File: src/rtl/rv32i_sim_ctrl.sv
// Run controller for the RV32I SoPC bench: sequences the core reset, injects periodic
// interrupts, and decides pass/fail/timeout from tohost writes on the data bus.
module rv32i_sim_ctrl #(
    parameter int unsigned RST_CYCLES     = 4,
    parameter int unsigned TIMEOUT_CYCLES = 2500,
    parameter logic [31:0] TOHOST_ADDR    = 32'h0000_1000,
    parameter int unsigned NUM_IRQ        = 6,
    parameter int unsigned IRQ_PERIOD     = 0,
    parameter int unsigned CNT_W          = 32
) (
    input  logic               clk,
    input  logic               rst,
    input  logic               mem_we_i,
    input  logic [31:0]        mem_addr_i,
    input  logic [31:0]        mem_wdata_i,
    output logic               core_rst_o,
    output logic [NUM_IRQ-1:0] int_o,
    output logic               done_o,
    output logic               pass_o,
    output logic               fail_o,
    output logic               timeout_o,
    output logic [31:0]        fail_code_o,
    output logic [CNT_W-1:0]   cycle_cnt_o
);

    localparam int unsigned IDX_W     = (NUM_IRQ > 1) ? $clog2(NUM_IRQ) : 1;
    localparam logic [31:0] HOLD_LAST = 32'(RST_CYCLES - 1);
    localparam logic [31:0] PER_LAST  = (IRQ_PERIOD > 0) ? 32'(IRQ_PERIOD - 1) : 32'd0;
    localparam logic [CNT_W-1:0] TO_LAST  = CNT_W'(TIMEOUT_CYCLES - 1);
    localparam logic [IDX_W-1:0] IDX_LAST = IDX_W'(NUM_IRQ - 1);

    typedef enum logic [1:0] {StHold, StRun, StDone} state_e;

    state_e             state_q, state_d;
    logic [31:0]        hold_q, hold_d;
    logic [31:0]        irq_cnt_q, irq_cnt_d;
    logic [IDX_W-1:0]   irq_idx_q, irq_idx_d;
    logic               core_rst_q, core_rst_d;
    logic [NUM_IRQ-1:0] int_q, int_d;
    logic               done_q, done_d;
    logic               pass_q, pass_d;
    logic               fail_q, fail_d;
    logic               timeout_q, timeout_d;
    logic [31:0]        fail_code_q, fail_code_d;
    logic [CNT_W-1:0]   cnt_q, cnt_d;
    logic               tohost_wr;

    assign tohost_wr = mem_we_i && (mem_addr_i == TOHOST_ADDR);

    always_comb begin
        state_d     = state_q;
        hold_d      = hold_q;
        irq_cnt_d   = irq_cnt_q;
        irq_idx_d   = irq_idx_q;
        core_rst_d  = core_rst_q;
        int_d       = '0;
        done_d      = done_q;
        pass_d      = pass_q;
        fail_d      = fail_q;
        timeout_d   = timeout_q;
        fail_code_d = fail_code_q;
        cnt_d       = cnt_q;

        unique case (state_q)
            StHold: begin
                hold_d = hold_q + 32'd1;
                if (hold_q == HOLD_LAST) begin
                    state_d    = StRun;
                    core_rst_d = 1'b0;
                end
            end
            StRun: begin
                cnt_d = cnt_q + 1'b1;
                if (tohost_wr) begin
                    // tohost beats timeout when both land on the same edge
                    state_d    = StDone;
                    core_rst_d = 1'b1;
                    irq_cnt_d  = '0;
                    done_d     = 1'b1;
                    if (mem_wdata_i == 32'd1) begin
                        pass_d = 1'b1;
                    end else begin
                        fail_d      = 1'b1;
                        fail_code_d = mem_wdata_i >> 1;
                    end
                end else if (cnt_q == TO_LAST) begin
                    state_d    = StDone;
                    core_rst_d = 1'b1;
                    irq_cnt_d  = '0;
                    done_d     = 1'b1;
                    timeout_d  = 1'b1;
                end else if (IRQ_PERIOD != 0) begin
                    if (irq_cnt_q == PER_LAST) begin
                        irq_cnt_d = '0;
                        int_d     = NUM_IRQ'(1) << irq_idx_q;
                        irq_idx_d = (irq_idx_q == IDX_LAST) ? '0 : irq_idx_q + 1'b1;
                    end else begin
                        irq_cnt_d = irq_cnt_q + 32'd1;
                    end
                end
            end
            StDone: begin
                core_rst_d = 1'b1;
            end
            default: begin
                state_d = StHold;
            end
        endcase
    end

    always_ff @(posedge clk) begin
        if (rst) begin
            state_q     <= StHold;
            hold_q      <= '0;
            irq_cnt_q   <= '0;
            irq_idx_q   <= '0;
            core_rst_q  <= 1'b1;
            int_q       <= '0;
            done_q      <= 1'b0;
            pass_q      <= 1'b0;
            fail_q      <= 1'b0;
            timeout_q   <= 1'b0;
            fail_code_q <= '0;
            cnt_q       <= '0;
        end else begin
            state_q     <= state_d;
            hold_q      <= hold_d;
            irq_cnt_q   <= irq_cnt_d;
            irq_idx_q   <= irq_idx_d;
            core_rst_q  <= core_rst_d;
            int_q       <= int_d;
            done_q      <= done_d;
            pass_q      <= pass_d;
            fail_q      <= fail_d;
            timeout_q   <= timeout_d;
            fail_code_q <= fail_code_d;
            cnt_q       <= cnt_d;
        end
    end

    assign core_rst_o  = core_rst_q;
    assign int_o       = int_q;
    assign done_o      = done_q;
    assign pass_o      = pass_q;
    assign fail_o      = fail_q;
    assign timeout_o   = timeout_q;
    assign fail_code_o = fail_code_q;
    assign cycle_cnt_o = cnt_q;

endmodule

File: config.mk
export PLATFORM = sky130hd
export DESIGN_NAME = rv32i_sim_ctrl
export DESIGN_NICKNAME = d
export VERILOG_FILES = /design/src/rtl/rv32i_sim_ctrl.sv
export SDC_FILE = /design/constraint.sdc
export NUM_CORES = 1
export LEC_CHECK = 0
export ABC_AREA = 1
export CAP_MARGIN = 20
export CORE_MARGIN = 4
export CORE_UTILIZATION = 49
export CTS_CLUSTER_DIAMETER = 60
export CTS_CLUSTER_SIZE = 12
export DETAILED_ROUTE_END_ITERATION = 8
export PLACE_DENSITY = 0.81
export SLEW_MARGIN = 10
export SYNTH_ARGS = -nofsm -noshare
export SYNTH_HDL_FRONTEND = slang
export SYNTH_SLANG_ARGS = --single-unit
File: constraint.sdc
create_clock -name clk -period 2.3 [get_ports clk]
set_input_delay 0.23 -clock clk [delete_from_list [all_inputs] [get_ports clk]]
set_output_delay 0.23 -clock clk [all_outputs]
set_load 0.02 [all_outputs]
==> flow_summary.ini <==
[outcome]
outcome = finished, final reports clean

[setup_path]
cp-endpoint = cycle_cnt_o[15]
arrival_ns = 2.23
r2r_setup_slack_ns = 0.35
criticalPathCategory = flop to flop
crit_required_ns = 2.58
crit_slowest_cell = ha_2
reg2regPathDepth = 11
r2r_end = cycle_cnt_o[15]
cp.depth = 11
crit_chain = inv_1 > ha_2 > nand2_1 > nor2_2 > nand4_1 > nor2_1 > inv_1 > nor2_4 > nand3_1 > nand2_1 > nor2_1
crit_start = state_q[1]
crit_fanout = 14
start_kind = flop
r2r_start = state_q[1]
worstPathBufferInverterCount = 2
cp-end-kind = flop
slowest_delay_ns = 0.36
cp_top_family = simple AND/OR/NAND/NOR gates

[global_route]
grt_pass1_wl_um = 23800
grt_max_degree = 32
grt_overflow = 0
grt_usage = 0.230
antenna_found_initial = 0
grt_pass1_vias = 5045

[power]
powerDensity_mw_per_mm2 = 542
power_leakage_nw = 2.64
ir_drop_mv = 0.517

[timing]
post-route-period-util = 0.847
rsz0062_at_grt = false
timing.final.crit_period_ns = 1.95
timing.slew.headroom = 0.664
worst_pin_slew_ns = 0.504
slew_violations = 0
holdWs_ns = 0.441
skew_ns = 0.0174
setup_viol = 0
max_freq_mhz = 513
fin_tns_setup_ns = 0
final-hold-violation-count = 0

[clock_tree]
path_clk_slew_ns = 0.11
numCtsBuffers = 9
cts_tree = yes
cts_root_buf = clkbuf_8
cts_hold_buffers = 0
clk_latency_ns = 0.39
htree_levels = 3
clockBufferDepth = 2
cts.sinks = 102

[finish]
drive_gt1_frac = 0.0703
area_delta_synth_final_pct = 31.9
nFillCells = 910
fin_nets = 993
diodes = 0

[synthesis]
synth_top_cell_by_area = dfxtp_1
synth_area_leaders = dfxtp_1, nor2_1, nand2_1
ys.flop_type = dfxtp_1
ys_warn_count = 0
ys_seq_elements = 102
yosysSeqAreaShare = 0.387
yosysMostFrequentCell = nor2_1
synth_cell_types = 35
avgSynthCellArea_um2 = 6.69
netlist_area_mm2 = 0.00528
synth_commonest_cells = nor2_1, nand2_1, dfxtp_1
synth_async_sr_flop_share = 0
synth_cells = 789
synth_edf_count = 0
netlist.area_leader.share = 0.387

[drt]
vias_per_cell = 5.07
remaining_drc_errors = 0
vias = 5379
drt-pass1-iter-count = 6
wire_per_inst_um = 13.5
final_antenna_net_count = 0
drt-initial-drc-count = 443
wl_um = 14400

[worst_hold_path]
hold_path_class = input port to flop

[floorplan]
std_cell_rows = 37
core_mm2 = 0.0104
initial_utilization = 0.507
dieHeight_um = 112
die_x_um = 112
dieArea_mm2 = 0.0125
ios = 142

[placed_design]
portBuffers = 134
routabilityCongestion = 0.910
dp_hpwl_um = 10700

[job]
drv_cap = 0
-- routing by layer --
metal | vias to the layer above | GRT usage | wire length (um)
met5 | - | 0 | 0
met4 | 0 | 0.0714 | 295
met3 | 31 | 0.0766 | 1310
met2 | 198 | 0.370 | 6650
met1 | 2360 | 0.293 | 6120
li1 | 2790 | - | -
-- worst register-to-register path: stages, from the launching register on --
cell and delay [ns]:
dfxtp_1 0.34, inv_1 0.10, ha_2 0.36, nand2_1 0.14, nor2_2 0.17, nand4_1 0.16, nor2_1 0.13, inv_1 0.09
nor2_4 0.14, nand3_1 0.09, nand2_1 0.07, nor2_1 0.04
-- placed cells by master (no fill, tap or decap), drive strengths merged --
cell,instances
o21ai,65
nand3,35
dfxtp,102
and3,1
o21ba,1
clkinv,3
ha,6
nor3b,1
nor2,226
buf,9
a21oi,42
conb,7
clkdlybuf4s50,134
inv,72
xor2,9
bufinv,2
nor4,4
a31oi,4
nor3,29
o21a,3
xnor2,2
nand2,136
nand4,18
nand3b,4
clkbuf,10
-- metrics by stage --
step           std cells  worst slack (ns)   util  cell area, um2  power, mW
2_1_floorplan        795             0.558      -            5300       2.22
3_3_place_gp        1045             0.364  0.646            6730       2.48
3_5_place_dp        1045             0.264  0.646            6730       2.49
4_1_cts             1061             0.182  0.668            6960       3.79
5_1_grt             1061             0.105  0.668            6960       3.95
6_report            1061             0.352  0.668            6960       3.77
-- kinds of logic after synthesis --
kind of cell | synth area share
other | 0.000711
DFF | 0.387
xor gates and xnor gates | 0.0183
and+or+nand+nor | 0.389
buffers and inverters | 0.0787
AOI/OAI and AO/OA | 0.112
adders and majority gates | 0.0142
-- worst min path at each step --
stage | endpoint | start | depth (start not counted)
after floorplan | fail_code_o[30] | mem_wdata_i[31] | 2
after global placement | pass_o | pass_o | 1
after detailed placement | fail_o | fail_o | 2
after CTS | fail_code_o[1] | mem_wdata_i[2] | 3
after global routing | fail_code_o[17] | mem_wdata_i[18] | 3
final | fail_code_o[14] | mem_wdata_i[15] | 3
-- state kept, by name (all words and copies together), names as in the netlist --
| name | count |
|---|---|
| fail_o | 1 |
| hold_q | 32 |
| done_o | 1 |
| pass_o | 1 |
| core_rst_o | 1 |
| cycle_cnt_o | 32 |
| fail_code_o | 31 |
| state_q | 2 |
| timeout_o | 1 |
-- final cells by class --
class                      count  area [um2]  area share
multi-input combinational    593        2850       0.409
sequential                   102        2040       0.293
timing repair buffer         143        1410       0.202
inverter                      71         267      0.0383
tap                          136         170      0.0244
clock buffer                  10         138      0.0198
clock inverter                 6        91.3      0.0131
-- repair_timing --
| action | CTS | global route |
|---|---|---|
| setup endpoints to repair | 0 | 3 |
| setup buffers | 0 | 0 |
| gates resized for setup | 0 | 1 |
-- where the power goes --
group | leakage, nW | switching, mW | internal, mW | total, mW
Clock | 0.117 | 0.663 | 0.651 | 1.31
Combinational | 1.70 | 0.329 | 0.271 | 0.600
Sequential | 0.822 | 0.0459 | 1.81 | 1.86
(Power assumes the default switching activity.)
